$ cat config.mk
export PLATFORM = sky130hd
export DESIGN_NAME = gate_bist_ctrl
export DESIGN_NICKNAME = d
export VERILOG_FILES = /design/src/rtl/gate_bist_ctrl.sv
export SDC_FILE = /design/constraint.sdc
export NUM_CORES = 1
export LEC_CHECK = 0
export BUFFER_PORTS_ARGS = -buffer_cell sky130_fd_sc_hd__buf_4
export CORE_MARGIN = 4
export CORE_UTILIZATION = 45
export CTS_CLUSTER_SIZE = 25
export DETAILED_ROUTE_END_ITERATION = 7
export PLACE_DENSITY = 0.62
export REMOVE_ABC_BUFFERS = 1
export SLEW_MARGIN = 10
export SYNTH_ARGS = -nofsm -noshare
export SYNTH_HDL_FRONTEND = slang
export SYNTH_SLANG_ARGS = --single-unit
$ cat constraint.sdc
create_clock -name clk -period 5.8 [get_ports clk]
set_input_delay 1.16 -clock clk [delete_from_list [all_inputs] [get_ports clk]]
set_output_delay 1.16 -clock clk [all_outputs]
set_load 0.005 [all_outputs]
$ cat src/rtl/gate_bist_ctrl.sv
// rtl/gate_bist_ctrl.sv - LFSR/MISR built-in self-test sequencer for a combinational gate model
// Optional debug observation ports are enabled by defining GATE_BIST_DEBUG_EN.
module gate_bist_ctrl #(
    parameter int               IN_W       = 23,
    parameter int               OUT_W      = 10,
    parameter int               SIG_W      = 16,
    parameter logic [IN_W-1:0]  LFSR_TAPS  = 23'h420000,
    parameter logic [IN_W-1:0]  LFSR_SEED  = 23'h000001,
    parameter logic [SIG_W-1:0] MISR_TAPS  = 16'hB400,
    parameter int               PAT_CNT    = 1024,
    parameter int               SETTLE_CYC = 2
) (
    input  logic             clk,
    input  logic             rst_n,
    input  logic             start,
    input  logic             abort,
    input  logic [SIG_W-1:0] golden_sig,
    input  logic [OUT_W-1:0] dut_out,
    output logic [IN_W-1:0]  dut_in,
    output logic             busy,
    output logic             done,
    output logic             pass
`ifdef GATE_BIST_DEBUG_EN
    ,
    output logic [SIG_W-1:0] dbg_sig,
    output logic [15:0]      dbg_pat,
    output logic [15:0]      dbg_fail_first
`endif
);

    typedef enum logic [2:0] {
        S_IDLE,
        S_SETTLE,
        S_CAPTURE,
        S_COMPARE,
        S_DONE
    } state_t;

    // An all-zero seed would lock the LFSR, so it is forced to 1.
    localparam logic [IN_W-1:0] SEED      = (LFSR_SEED == '0) ? IN_W'(1) : LFSR_SEED;
    localparam logic [15:0]     PAT_LAST  = 16'(PAT_CNT);
    localparam logic [3:0]      SETTLE_LD = 4'(SETTLE_CYC);

    state_t           state_q, state_d;
    logic [IN_W-1:0]  dut_in_q, dut_in_d;
    logic [SIG_W-1:0] sig_q, sig_d;
    logic [15:0]      pat_q, pat_d;
    logic [15:0]      pat_inc;
    logic [3:0]       settle_q, settle_d;
    logic             busy_q, busy_d;
    logic             done_q, done_d;
    logic             pass_q, pass_d;
`ifdef GATE_BIST_DEBUG_EN
    logic [15:0]      fail_first_q, fail_first_d;
`endif

    always_comb begin
        state_d  = state_q;
        dut_in_d = dut_in_q;
        sig_d    = sig_q;
        pat_d    = pat_q;
        settle_d = settle_q;
        busy_d   = busy_q;
        done_d   = 1'b0;
        pass_d   = pass_q;
        pat_inc  = pat_q + 16'd1;
`ifdef GATE_BIST_DEBUG_EN
        fail_first_d = fail_first_q;
`endif
        // Abort wins over every other transition and never touches pass.
        if (abort && (state_q != S_IDLE)) begin
            state_d  = S_IDLE;
            dut_in_d = '0;
            busy_d   = 1'b0;
        end else begin
            case (state_q)
                S_IDLE: begin
                    dut_in_d = '0;
                    if (start) begin
                        state_d  = S_SETTLE;
                        dut_in_d = SEED;
                        sig_d    = '0;
                        pat_d    = '0;
                        settle_d = SETTLE_LD;
                        busy_d   = 1'b1;
                    end
                end
                S_SETTLE: begin
                    if (settle_q == 4'd0) begin
                        state_d = S_CAPTURE;
                    end else begin
                        settle_d = settle_q - 4'd1;
                    end
                end
                S_CAPTURE: begin
                    sig_d = {sig_q[SIG_W-2:0], ^(sig_q & MISR_TAPS)} ^ SIG_W'(dut_out);
                    pat_d = pat_inc;
                    if (pat_inc == PAT_LAST) begin
                        state_d = S_COMPARE;
                    end else begin
                        dut_in_d = {dut_in_q[IN_W-2:0], ^(dut_in_q & LFSR_TAPS)};
                        settle_d = SETTLE_LD;
                        state_d  = S_SETTLE;
                    end
                end
                S_COMPARE: begin
                    pass_d  = (sig_q == golden_sig);
`ifdef GATE_BIST_DEBUG_EN
                    if (sig_q != golden_sig) begin
                        fail_first_d = pat_q;
                    end
`endif
                    state_d = S_DONE;
                end
                S_DONE: begin
                    done_d   = 1'b1;
                    busy_d   = 1'b0;
                    dut_in_d = '0;
                    state_d  = S_IDLE;
                end
                default: begin
                    state_d  = S_IDLE;
                    dut_in_d = '0;
                    busy_d   = 1'b0;
                end
            endcase
        end
    end

    always_ff @(posedge clk or negedge rst_n) begin
        if (!rst_n) begin
            state_q  <= S_IDLE;
            dut_in_q <= '0;
            sig_q    <= '0;
            pat_q    <= '0;
            settle_q <= '0;
            busy_q   <= 1'b0;
            done_q   <= 1'b0;
            pass_q   <= 1'b0;
`ifdef GATE_BIST_DEBUG_EN
            fail_first_q <= '0;
`endif
        end else begin
            state_q  <= state_d;
            dut_in_q <= dut_in_d;
            sig_q    <= sig_d;
            pat_q    <= pat_d;
            settle_q <= settle_d;
            busy_q   <= busy_d;
            done_q   <= done_d;
            pass_q   <= pass_d;
`ifdef GATE_BIST_DEBUG_EN
            fail_first_q <= fail_first_d;
`endif
        end
    end

    assign dut_in = dut_in_q;
    assign busy   = busy_q;
    assign done   = done_q;
    assign pass   = pass_q;
`ifdef GATE_BIST_DEBUG_EN
    assign dbg_sig        = sig_q;
    assign dbg_pat        = pat_q;
    assign dbg_fail_first = fail_first_q;
`endif

endmodule
* Yosys cells after proc, flatten, opt, wreduce, memory -nomap -nowiden
Index checks and enable logic that the tools add are counted.
** Operators by class
- $add $sub $neg :: 2
- Equal/unequal tests :: 14
- Bitwise gates (word level) :: 2
- Multiplexer cells :: 21
- Reductions and logical operators :: 16
** Operators by type and width (number)
- 23-bit one-hot mux with 3 select lines :: 1
- 16-bit one-hot mux with 2 select lines :: 2
- 23-bit 2-to-1 mux :: 2
- 23-bit parity :: 1
- 16-bit by 1-bit adder with 16-bit output, second input constant :: 1
- 16-bit by 11-bit == test with 1-bit output, second input constant :: 1
- 16-bit == test :: 1
- 16-bit 2-to-1 mux :: 1
- 16-bit parity :: 1
- 16-bit by 10-bit XOR with 16-bit output :: 1
- 4-bit 2-to-1 mux :: 3
- 3-bit one-hot mux with 4 select lines :: 1
- 4-bit one-hot mux with 3 select lines :: 1
- 3-bit 2-to-1 mux :: 3
- 3-bit inequality test, second input constant :: 3
- 2-bit AND reduction :: 4
- 3-bit by 2-bit == test with 1-bit output, second input constant :: 2
- 2-bit inequality test, second input constant :: 3
- 3-bit nonzero test :: 2
- 1-bit 2-to-1 mux :: 5
- 5-bit AND reduction :: 1
- 4-bit zero test :: 1
- 2-bit by 1-bit inequality test with 1-bit output, second input constant :: 2
- 4-bit by 1-bit subtractor with 4-bit output, second input constant :: 1
- 11 further kinds :: 11
** Word-level totals
- Output and inout bits :: 26
- Bits in registers :: 65
- Bits of input ports :: 30

* Depth between registers and ports, before layout
Gate-level depths: netlist of run 1.
- Depth in word-level cells :: 5
- Depth in mapped cells :: 10

* Worst setup path after synthesis of run 1
No wires, ideal clock.
- Kind :: flip-flop to flip-flop
- From :: register pat_q[0]
- To :: register dut_in_q[17], in the netlist dut_in[17]
- Stages on the path, launching flop included :: 10
- Period minus slack after synthesis :: 2.554 ns
- Arrival time :: 2.432 ns
- Setup slack :: 3.246 ns
- Required time :: 5.678 ns
- Path through :: dfrtp_1 -> ha_1 -> nand2_1 -> nor4_2 -> xor2_1 -> a211o_1 -> or3_1 -> buf_4 -> buf_6 -> a32o_1
** Between the ends
- Longest elaborated chain between the ends :: 4
** RTL lines
- start, declared :: RTL line 47 : logic [15:0] pat_q, pat_d;
- start signal, assigned :: RTL line 147 : pat_q <= pat_d;
- 16-bit by 1-bit adder with 16-bit output :: RTL line 66 : pat_inc = pat_q + 16'd1;
- 16-bit by 11-bit == test with 1-bit output :: RTL line 98 : if (pat_inc == PAT_LAST) begin
- 3-bit inequality test (no line)
- 2-bit AND reduction (no line)
- end signal, assigned :: RTL line 145 : dut_in_q <= dut_in_d;
- end, declared :: RTL line 45 : logic [IN_W-1:0] dut_in_q, dut_in_d;
No other way between the ends.
A chain may end at the register's enable or synchronous reset.

* Worst setup path in the final report of run 1
- From :: register pat_q[0]
- To :: register dut_in_q[22], in the netlist dut_in[22]
The elaborated chain is that of the path after synthesis.

==> results of run 1 <==
-- per-layer routing --
metal	vias to the layer above	track usage, %	part of all wire [%]
li1	1293	-	-
met1	1306	25.9	47
met2	43	26.7	48
met3	8	3.45	3.6
met4	0	5.78	1.0
met5	-	0	0
-- state kept, by name (all words and copies together), names as in the netlist --
name,count
pass,1
sig_q,16
state_q,3
settle_q,4
dut_in,23
pat_q,16
busy,1
done,1
-- stage by stage --
step	power (W)	utilization [%]	std cells	instance area, um^2
after floorplan	0.000802	-	300	3210
after global placement	0.000921	52.2	455	3770
after detailed placement	0.000927	52.2	455	3770
after CTS	0.00131	54.9	471	3960
after global routing	0.00138	54.9	471	3960
final	0.00129	54.9	471	3960
-- worst paths after layout --
check / start / depth (start not counted) / slack, ps / to
max: pat_q[0] / 7 / 2660 / dut_in[22]
min: pat_q[15] / 2 / 510 / pat_q[15]
max reg2reg: pat_q[0] / 7 / 2660 / dut_in[22]
min reg2reg: pat_q[15] / 2 / 510 / pat_q[15]
max in group asynchronous: rst_n / 1 / 4340 / pat_q[1]
min in group asynchronous: rst_n / 1 / 910 / settle_q[1]
-- power by group --
group	switching, W	internal [W]
Combinational	0.000204	0.000143
Clock	0.000181	0.000198
Sequential	0.0000623	0.000507
-- cells in the final DEF (no fill, tap or decap), drive strengths merged, types with 2 or more instances in the layout --
cell / instances
clkbuf: 9
or3: 4
clkinv: 4
or2: 3
and3: 4
xnor2: 33
nand3: 8
ha: 3
mux2: 2
nand4: 13
a32o: 22
o31ai: 8
a31oi: 7
nand2: 26
nor3: 4
nor4: 4
nor2: 19
a22o: 8
o211ai: 2
buf: 56
o21ai: 30
a21oi: 6
o41ai: 3
a311oi: 2
inv: 6
dfrtp: 65
xor2: 3
nand2b: 3
o21a: 2
-- cell families after synthesis --
family / after synthesis / share of synthesized area (%)
AOI/OAI and AO/OA: 94 / 20.9
xor gates and xnor gates: 36 / 9.47
adders and majority gates: 3 / 1.13
buffers and inverters: 30 / 4.21
DFF: 65 / 48.9
muxes: 3 / 0.977
and+or+nand+nor: 94 / 14.5
-- cell type report --
type / count / area, um^2
flip-flops and latches: 65 / 1630
repair buffers: 56 / 420
multi-input cells: 230 / 1580
clock buffers: 9 / 124
fillers: 671 / 3250
inverters: 5 / 18.8
clock inverters: 7 / 70.1
well taps: 99 / 124
-- worst register-to-register path: stages (launching register included) --
cell,delay (ps)
dfrtp_1,410
ha_1,270
nand2_1,170
nor4_2,510
xor2_1,120
a211o_1,360
o41ai_4,1010
a32o_1,240
==> flow_metrics.env, run 1 <==
export IMPL_status="finished clean"
export IMPL_synthMostInstantiatedCell="dfrtp_1"
export IMPL_cts_tree="yes"
export IMPL_fin_hold_ws_ps=507
export IMPL_ant_nets=0
export IMPL_pin_count=56
export IMPL_finalMaxSlewViolations=0
export IMPL_overflow=0
export IMPL_cp_slowest_stage_delay_ps=1010
export IMPL_slowest_stage="o41ai_4"
export IMPL_route_vias_total=2650
export IMPL_avgSynthCellArea_um2=10.2
export IMPL_initial_utilization_pct=46.1
export IMPL_final_hold_viol_count=0
export IMPL_vias_per_cell=5.63
export IMPL_nets=400
export IMPL_crit_arrival_ps=3410
export IMPL_power_density_mw_per_mm2=327
export IMPL_hold_buffers=0
export IMPL_synth_common_cells="dfrtp_1, xnor2_1, o21ai_0"
export IMPL_hold_path_class="reg2reg"
export IMPL_drc=0
export IMPL_netlist_top_cells_area="dfrtp_1, xnor2_1, a32o_1"
export IMPL_critical_path_buf_inv_count=0
export IMPL_path_cells="ha_1, nand2_1, nor4_2, xor2_1, a211o_1, o41ai_4, a32o_1"
export IMPL_antenna_found_initial=0
export IMPL_cp_top_family="compound AO/OA/AOI/OAI gates"
export IMPL_rows=31
export IMPL_dr_first_iter_drc_count=131
export IMPL_port_buffers=55
export IMPL_tightest_slew_ps=1160
export IMPL_max_freq_ghz=0.318
export IMPL_grt_total_usage_pct=17.8
export IMPL_syn_cell_area_mm2=0.00333
export IMPL_period_share_pct=54.2
export IMPL_synth_async_reset_ratio_pct=100
export IMPL_synth_top_cell_by_area="dfrtp_1"
export IMPL_synth_cells=325
export IMPL_worst_slack_ps=2660
export IMPL_critPathMaxFanout=22
export IMPL_setup_violations=0
export IMPL_maxCapViolCount=0
export IMPL_worstSetupEndpointType="flip-flop"
export IMPL_yosysWarnings=0
export IMPL_wl_per_cell_um=15.6
export IMPL_die_h_um=94.0
export IMPL_die_w_um=94.0
export IMPL_leakage_nw=1.72
export IMPL_die_area_mm2=0.00884
export IMPL_grt_pass1_vias=2574
export IMPL_grt_pass1_wl_um=12600
export IMPL_slew_headroom_pct=22.7
export IMPL_drtPass1Iterations=5
export IMPL_clock_sinks=65
export IMPL_grt_max_degree=66
export IMPL_synthToLayoutAreaGrowth_pct=19.0
export IMPL_ys_ff_latch=65
export IMPL_clkLatencyLatePin_ps=340
export IMPL_clk_pin_slew_worst_paths_ps=70
export IMPL_layout_drive_gt1_share_pct=22.6
export IMPL_cts_root_buf="clkbuf_8"
export IMPL_rsz0062_at_grt="no"
export IMPL_clock_path_buffers=2
export IMPL_cts_buffers=9
export IMPL_antennaDiodeCount=0
export IMPL_wirelength_um=7370
export IMPL_cts_setup_buffers=0
export IMPL_ys_types=47
export IMPL_synth_top_area_share_pct=48.9
export IMPL_dp_slack_ps=2670
export IMPL_crit_path_start_kind="flip-flop"
export IMPL_fp_coreArea_mm2=0.00721
export IMPL_globalplace_congestion=0.814
export IMPL_cts_max_level=3
export IMPL_dp_final_hpwl_um=4880
export IMPL_ys_seq_area_share_pct=48.9
export IMPL_cts_resized=0
export IMPL_tns_ps=0
export IMPL_crit_required_ps=6070
export IMPL_synth_flop_cell="dfrtp_1"
export IMPL_critical_path_class="reg2reg"
export IMPL_skew_ps=7.48
export IMPL_fin_crit_ps=3140
export IMPL_synth_edff_count=0
export IMPL_peakVddDrop_v=0.000132
No activity file was read; power rests on OpenSTA's default activity.
==> run 2, diff against run 1 <==
--- a/config.mk
+++ b/config.mk
@@ -5,12 +5,13 @@
 export SDC_FILE = /design/constraint.sdc
 export NUM_CORES = 1
 export LEC_CHECK = 0
+export ABC_AREA = 1
 export BUFFER_PORTS_ARGS = -buffer_cell sky130_fd_sc_hd__buf_4
 export CORE_MARGIN = 4
 export CORE_UTILIZATION = 45
 export CTS_CLUSTER_SIZE = 25
 export DETAILED_ROUTE_END_ITERATION = 7
-export PLACE_DENSITY = 0.62
+export PLACE_DENSITY = 0.61
 export REMOVE_ABC_BUFFERS = 1
 export SLEW_MARGIN = 10
 export SYNTH_ARGS = -nofsm -noshare
==> constraint.sdc (replaced) <==
create_clock -name clk -period 2.99 [get_ports clk]
set_input_delay 0.598 -clock clk [delete_from_list [all_inputs] [get_ports clk]]
set_output_delay 0.598 -clock clk [all_outputs]
set_load 0.005 [all_outputs]
==> flow_metrics.env, run 2 <==
export IMPL_status="finished clean"
export IMPL_power_density_mw_per_mm2=637
export IMPL_rows=33
export IMPL_hold_path_class="in2async"
export IMPL_nets=548
export IMPL_reg2reg_to="sig_q[0]"
export IMPL_syn_cell_area_mm2=0.00376
export IMPL_cts_max_level=3
export IMPL_fin_crit_ps=2350
export IMPL_cts_tree="yes"
export IMPL_initial_utilization_pct=46.0
export IMPL_r2r_start="state_q[2]"
export IMPL_grt_max_degree=66
export IMPL_cp_startpoint="state_q[2]"
export IMPL_finalMaxSlewViolations=0
export IMPL_ys_types=29
export IMPL_cts_root_buf="clkbuf_8"
export IMPL_largest_reg_flops=23
export IMPL_dp_final_hpwl_um=5880
export IMPL_r2r_setup_slack_ps=640
export IMPL_drc=0
export IMPL_wirelength_um=8540
export IMPL_maxCapViolCount=0
export IMPL_ys_seq_area_share_pct=43.3
export IMPL_crit_path_start_kind="flip-flop"
export IMPL_antenna_found_initial=0
export IMPL_slowest_stage="nor2_2"
export IMPL_grt_pass1_vias=3046
export IMPL_synth_top_area_share_pct=43.3
export IMPL_pin_count=56
export IMPL_cts_setup_buffers=0
export IMPL_leakage_nw=1.99
export IMPL_worst_slack_ps=637
export IMPL_clock_path_buffers=2
export IMPL_cp_slowest_stage_delay_ps=430
export IMPL_hold_buffers=0
export IMPL_crit_required_ps=3270
export IMPL_max_freq_ghz=0.425
export IMPL_tightest_slew_ps=820
export IMPL_wl_per_cell_um=13.7
export IMPL_grt_total_usage_pct=18.3
export IMPL_rsz0062_at_grt="no"
export IMPL_synth_common_cells="nand2_1, dfrtp_1, inv_1"
export IMPL_antennaDiodeCount=0
export IMPL_synth_cells=463
export IMPL_cts_resized=0
export IMPL_die_area_mm2=0.00988
export IMPL_netlist_top_cells_area="dfrtp_1, nand2_1, inv_1"
export IMPL_avgSynthCellArea_um2=8.12
export IMPL_endpoint="sig_q[0]"
export IMPL_skew_ps=11.6
export IMPL_path_cells="inv_2, nand2_2, nor2_2, inv_2, nor2_2, inv_1, a21oi_1, o21ai_0, nand2_1"
export IMPL_ant_nets=0
export IMPL_vias_per_cell=4.99
export IMPL_period_share_pct=78.7
export IMPL_die_w_um=99.4
export IMPL_layout_drive_gt1_share_pct=22.6
export IMPL_clkLatencyLatePin_ps=340
export IMPL_drtPass1Iterations=4
export IMPL_synth_edff_count=0
export IMPL_die_h_um=99.4
export IMPL_yosysWarnings=0
export IMPL_final_common_cell="nand2_1"
export IMPL_peakVddDrop_v=0.000322
export IMPL_dp_slack_ps=657
export IMPL_cts_buffers=9
export IMPL_dr_first_iter_drc_count=142
export IMPL_ys_ff_latch=65
export IMPL_finish_utilization_pct=53.8
export IMPL_synth_flop_cell="dfrtp_1"
export IMPL_synthMostInstantiatedCell="nand2_1"
export IMPL_critPathMaxFanout=27
export IMPL_final_hold_viol_count=0
export IMPL_slew_headroom_pct=45.3
export IMPL_overflow=0
export IMPL_worstSetupEndpointType="flip-flop"
export IMPL_fp_coreArea_mm2=0.00818
export IMPL_synth_async_reset_ratio_pct=100
export IMPL_globalplace_congestion=0.839
export IMPL_route_vias_total=3107
export IMPL_reg2regPathDepth=9
export IMPL_port_buffers=55
export IMPL_clock_sinks=65
export IMPL_crit_arrival_ps=2630
export IMPL_synthToLayoutAreaGrowth_pct=17.0
export IMPL_layout_common_cells="nand2_1, dfrtp_1, inv_1"
export IMPL_clk_pin_slew_worst_paths_ps=70
export IMPL_critical_path_class="reg2reg"
export IMPL_setup_violations=0
export IMPL_grt_pass1_wl_um=14500
export IMPL_synth_top_cell_by_area="dfrtp_1"
## run 2: cell count changes after synthesis, moves of 6 or more
cell	delta
a22o_1	-6
a31oi_1	-7
a32o_1	-22
clkbuf_1	-7
inv_1	+57
nand2_1	+72
nand2_2	+6
nand3_1	+13
nand3_2	+20
nand4_1	+17
nor2_1	+25
o21ai_0	-9
o22ai_1	+15
xnor2_1	-13
## run 2: routing by layer
| layer | wire length [um] | up-vias | share of wire (%) | GRT usage, % |
|---|---|---|---|---|
| li1 | - | 1602 | - | - |
| met5 | 0 | - | 0 | 0 |
| met4 | 141 | 0 | 1.7 | 6.83 |
| met2 | 3980 | 42 | 47 | 27.8 |
| met3 | 219 | 11 | 2.6 | 3.65 |
| met1 | 4200 | 1452 | 49 | 26.0 |
## run 2: worst min-delay path by stage
| stage | end | from | cells after the start |
|---|---|---|---|
| final | pat_q[9] | rst_n | 1 |
| after global routing | pat_q[6] | rst_n | 1 |
| after CTS | pat_q[13] | rst_n | 1 |
| after detailed placement | busy | state_q[2] | 1 |
| after global placement | settle_q[3] | settle_q[3] | 2 |
| after floorplan | busy | rst_n | 0 |
## run 2: final cells by class
type | instances | area, um^2
inverter | 65 | 244
fill | 773 | 3780
clock buffer | 11 | 141
tap | 105 | 131
timing repair buffer | 58 | 435
multi-input combinational | 316 | 1780
sequential | 65 | 1630
clock inverter | 3 | 42.5
## run 2: metrics by stage
step / power (W) / hold WS [ps] / setup TNS (ps) / cell area (um^2) / cells
floorplan: 0.00177 / 302 / -67.4 / 3650 / 446
global placement: 0.00208 / 472 / 0 / 4210 / 609
detailed placement: 0.00209 / 482 / 0 / 4210 / 609
CTS: 0.00283 / 396 / 0 / 4400 / 623
global route: 0.00299 / 419 / 0 / 4400 / 623
finish: 0.00280 / 363 / 0 / 4400 / 623
## run 2: critical path, delay by kind of cell, from the launching register on
| family | cells | cell delay (ps) |
|---|---|---|
| AOI/OAI and AO/OA | 2 | 310 |
| buffers and inverters | 3 | 750 |
| DFF | 1 | 410 |
| and+or+nand+nor | 4 | 830 |
## run 2: logic make-up (layout without fill, tap and decap cells)
group | Yosys count | in the layout | synth area share (%)
buffers and inverters | 82 | 137 | 9.48
and+or+nand+nor | 240 | 240 | 32.8
xor gates and xnor gates | 26 | 26 | 6.06
DFF | 65 | 65 | 43.3
AOI/OAI and AO/OA | 47 | 47 | 7.39
adders and majority gates | 3 | 3 | 0.998
## run 2: where the power goes
| part | switching, W | internal [W] |
|---|---|---|
| clock | 0.000335 | 0.000398 |
| sequential | 0.000103 | 0.000993 |
| combinational | 0.000673 | 0.000298 |
==> run 3, diff against run 2 <==
--- a/config.mk
+++ b/config.mk
@@ -11,7 +11,7 @@
 export CORE_UTILIZATION = 45
 export CTS_CLUSTER_SIZE = 25
 export DETAILED_ROUTE_END_ITERATION = 7
-export PLACE_DENSITY = 0.61
+export PLACE_DENSITY = 0.64
 export REMOVE_ABC_BUFFERS = 1
 export SLEW_MARGIN = 10
 export SYNTH_ARGS = -nofsm -noshare
==> constraint.sdc (replaced) <==
create_clock -name clk -period 2.14 [get_ports clk]
set_input_delay 0.428 -clock clk [delete_from_list [all_inputs] [get_ports clk]]
set_output_delay 0.428 -clock clk [all_outputs]
set_load 0.005 [all_outputs]
==> flow_metrics.env, run 3 (same netlist as run 2, synthesis figures left out) <==
export IMPL_max_freq_ghz=0.496
export IMPL_fin_crit_ps=2010
export IMPL_drc=0
export IMPL_initial_utilization_pct=46.0
export IMPL_cts_root_buf="clkbuf_8"
export IMPL_nets=561
export IMPL_layout_drive_gt1_share_pct=25.2
export IMPL_grt_total_usage_pct=18.5
export IMPL_globalplace_congestion=0.827
export IMPL_skew_ps=7.31
export IMPL_placed_area_mm2=0.00428
export IMPL_finalMaxSlewViolations=0
export IMPL_path_cells="buf_4, nand2_1, nor2_4, nand3_1, nor2_1, xor2_1, nor2_4, nand2_8, nand2_1, nand2_1, o21ai_0"
export IMPL_maxCapViolCount=0
export IMPL_clkLatencyLatePin_ps=340
export IMPL_fp_coreArea_mm2=0.00818
export IMPL_cp_slowest_stage_delay_ps=410
export IMPL_drtPass1Iterations=4
export IMPL_die_w_um=99.4
export IMPL_port_buffers=55
export IMPL_overflow=0
export IMPL_tns_ps=0
export IMPL_setup_violations=0
export IMPL_dr_first_iter_drc_count=174
export IMPL_final_common_cell="nand2_1"
export IMPL_slowest_stage="dfrtp_1"
export IMPL_peakVddDrop_v=0.000370
export IMPL_antennaDiodeCount=0
export IMPL_cts_buffers=9
export IMPL_vias_per_cell=5.06
export IMPL_worstSetupEndpointType="flip-flop"
export IMPL_route_vias_total=3223
export IMPL_rsz0062_at_grt="yes"
export IMPL_wirelength_um=8830
export IMPL_clk_pin_slew_worst_paths_ps=70
export IMPL_crit_arrival_ps=2230
export IMPL_grt_max_degree=47
export IMPL_r2r_start="pat_q[1]"
export IMPL_fillCellCount=777
export IMPL_clock_sinks=65
export IMPL_critical_path_class="reg2reg"
export IMPL_wl_per_cell_um=13.9
export IMPL_die_area_mm2=0.00988
export IMPL_hold_path_class="in2async"
export IMPL_clock_path_buffers=2
export IMPL_timing_critical_path_mode_cell="nand2_1"
export IMPL_cts_tree="yes"
export IMPL_cp_startpoint="pat_q[1]"
export IMPL_slew_headroom_pct=62.8
export IMPL_cts_max_level=3
export IMPL_tightest_slew_ps=557
export IMPL_period_share_pct=94.2
export IMPL_critPathMaxFanout=7
export IMPL_status="finished clean"
export IMPL_synthToLayoutAreaGrowth_pct=22.0
export IMPL_crit_path_start_kind="flip-flop"
export IMPL_antenna_found_initial=0
export IMPL_grt_pass1_wl_um=14800
export IMPL_pin_count=56
export IMPL_power_density_mw_per_mm2=905
export IMPL_rows=33
export IMPL_crit_required_ps=2350
export IMPL_dp_final_hpwl_um=6110
export IMPL_design_area_mm2=0.00459
export IMPL_leakage_nw=2.08
export IMPL_ant_nets=0
export IMPL_final_hold_viol_count=0
export IMPL_largest_reg_flops=23
export IMPL_layout_common_cells="nand2_1, buf_4, dfrtp_1"
export IMPL_hold_buffers=0
export IMPL_finish_utilization_pct=56.1
export IMPL_grt_pass1_vias=3122
export IMPL_die_h_um=99.4
run 3: cell types whose count changed in the layout (fill, tap and decap cells not counted), sizes merged:
cell / delta
buf: +12
nand2: +1
clkbuf: +2
clkinvlp: -1
run 3: per-stage QoR:
| stage | worst slack [ps] | total power (W) | cells | hold WS [ps] |
|---|---|---|---|---|
| 2_1_floorplan | -897 | 0.00248 | 446 | 132 |
| 3_3_place_gp | 91.8 | 0.00296 | 616 | 420 |
| 3_5_place_dp | 23.9 | 0.00298 | 616 | 423 |
| 4_1_cts | 17.0 | 0.00413 | 631 | 54.2 |
| 5_1_grt | -23.4 | 0.00443 | 637 | 65.8 |
| 6_report | 125 | 0.00415 | 637 | 40.8 |
run 3: final cells by class:
type	count	area, um^2	share of cell area (%)
clock buffers	13	179	3.90
clock inverters	2	35.0	0.764
inverters	65	244	5.32
multi-input cells	317	1820	39.8
flip-flops and latches	65	1630	35.5
well taps	105	131	2.86
repair buffers	70	546	11.9
run 3: final timing paths:
check                              end  slack (ps)  depth (start not counted)
setup reg to reg           settle_q[2]         130                         11
setup / recovery           settle_q[2]         130                         11
hold reg to reg                   busy         500                          1
hold / removal                pat_q[0]          40                          1
max in group asynchronous    sig_q[14]        1570                          2
min in group clk                  done         300                          2
run 3: what timing repair did:
| item | 4_1_cts | 5_1_grt |
|---|---|---|
| gates resized for setup | 0 | 9 |
| setup buffers | 0 | 5 |
| setup endpoints to repair | 0 | 28 |
run 3: worst max-delay path: cells and delay by family, from the launching register on:
family                    cells  cell delay, ps
DFF                           1             410
and+or+nand+nor               8             960
buffers and inverters         1             140
xor gates and xnor gates      1             290
AOI/OAI and AO/OA             1              80
run 3: power breakdown:
group | leakage (nW) | switching [W] | internal (W)
clock network | 0.112 | 0.000463 | 0.000658
logic | 1.07 | 0.000999 | 0.000492
registers | 0.895 | 0.000148 | 0.00139
total | 2.08 | 0.00161 | 0.00254
run 3: routing by layer:
| metal | global-route usage (%) | wire, um | vias to the layer above |
|---|---|---|---|
| met5 | 0 | 0 | - |
| met4 | 5.88 | 125 | 0 |
| met3 | 4.42 | 348 | 10 |
| met2 | 28.9 | 4250 | 65 |
| met1 | 25.4 | 4110 | 1510 |
| li1 | - | - | 1638 |
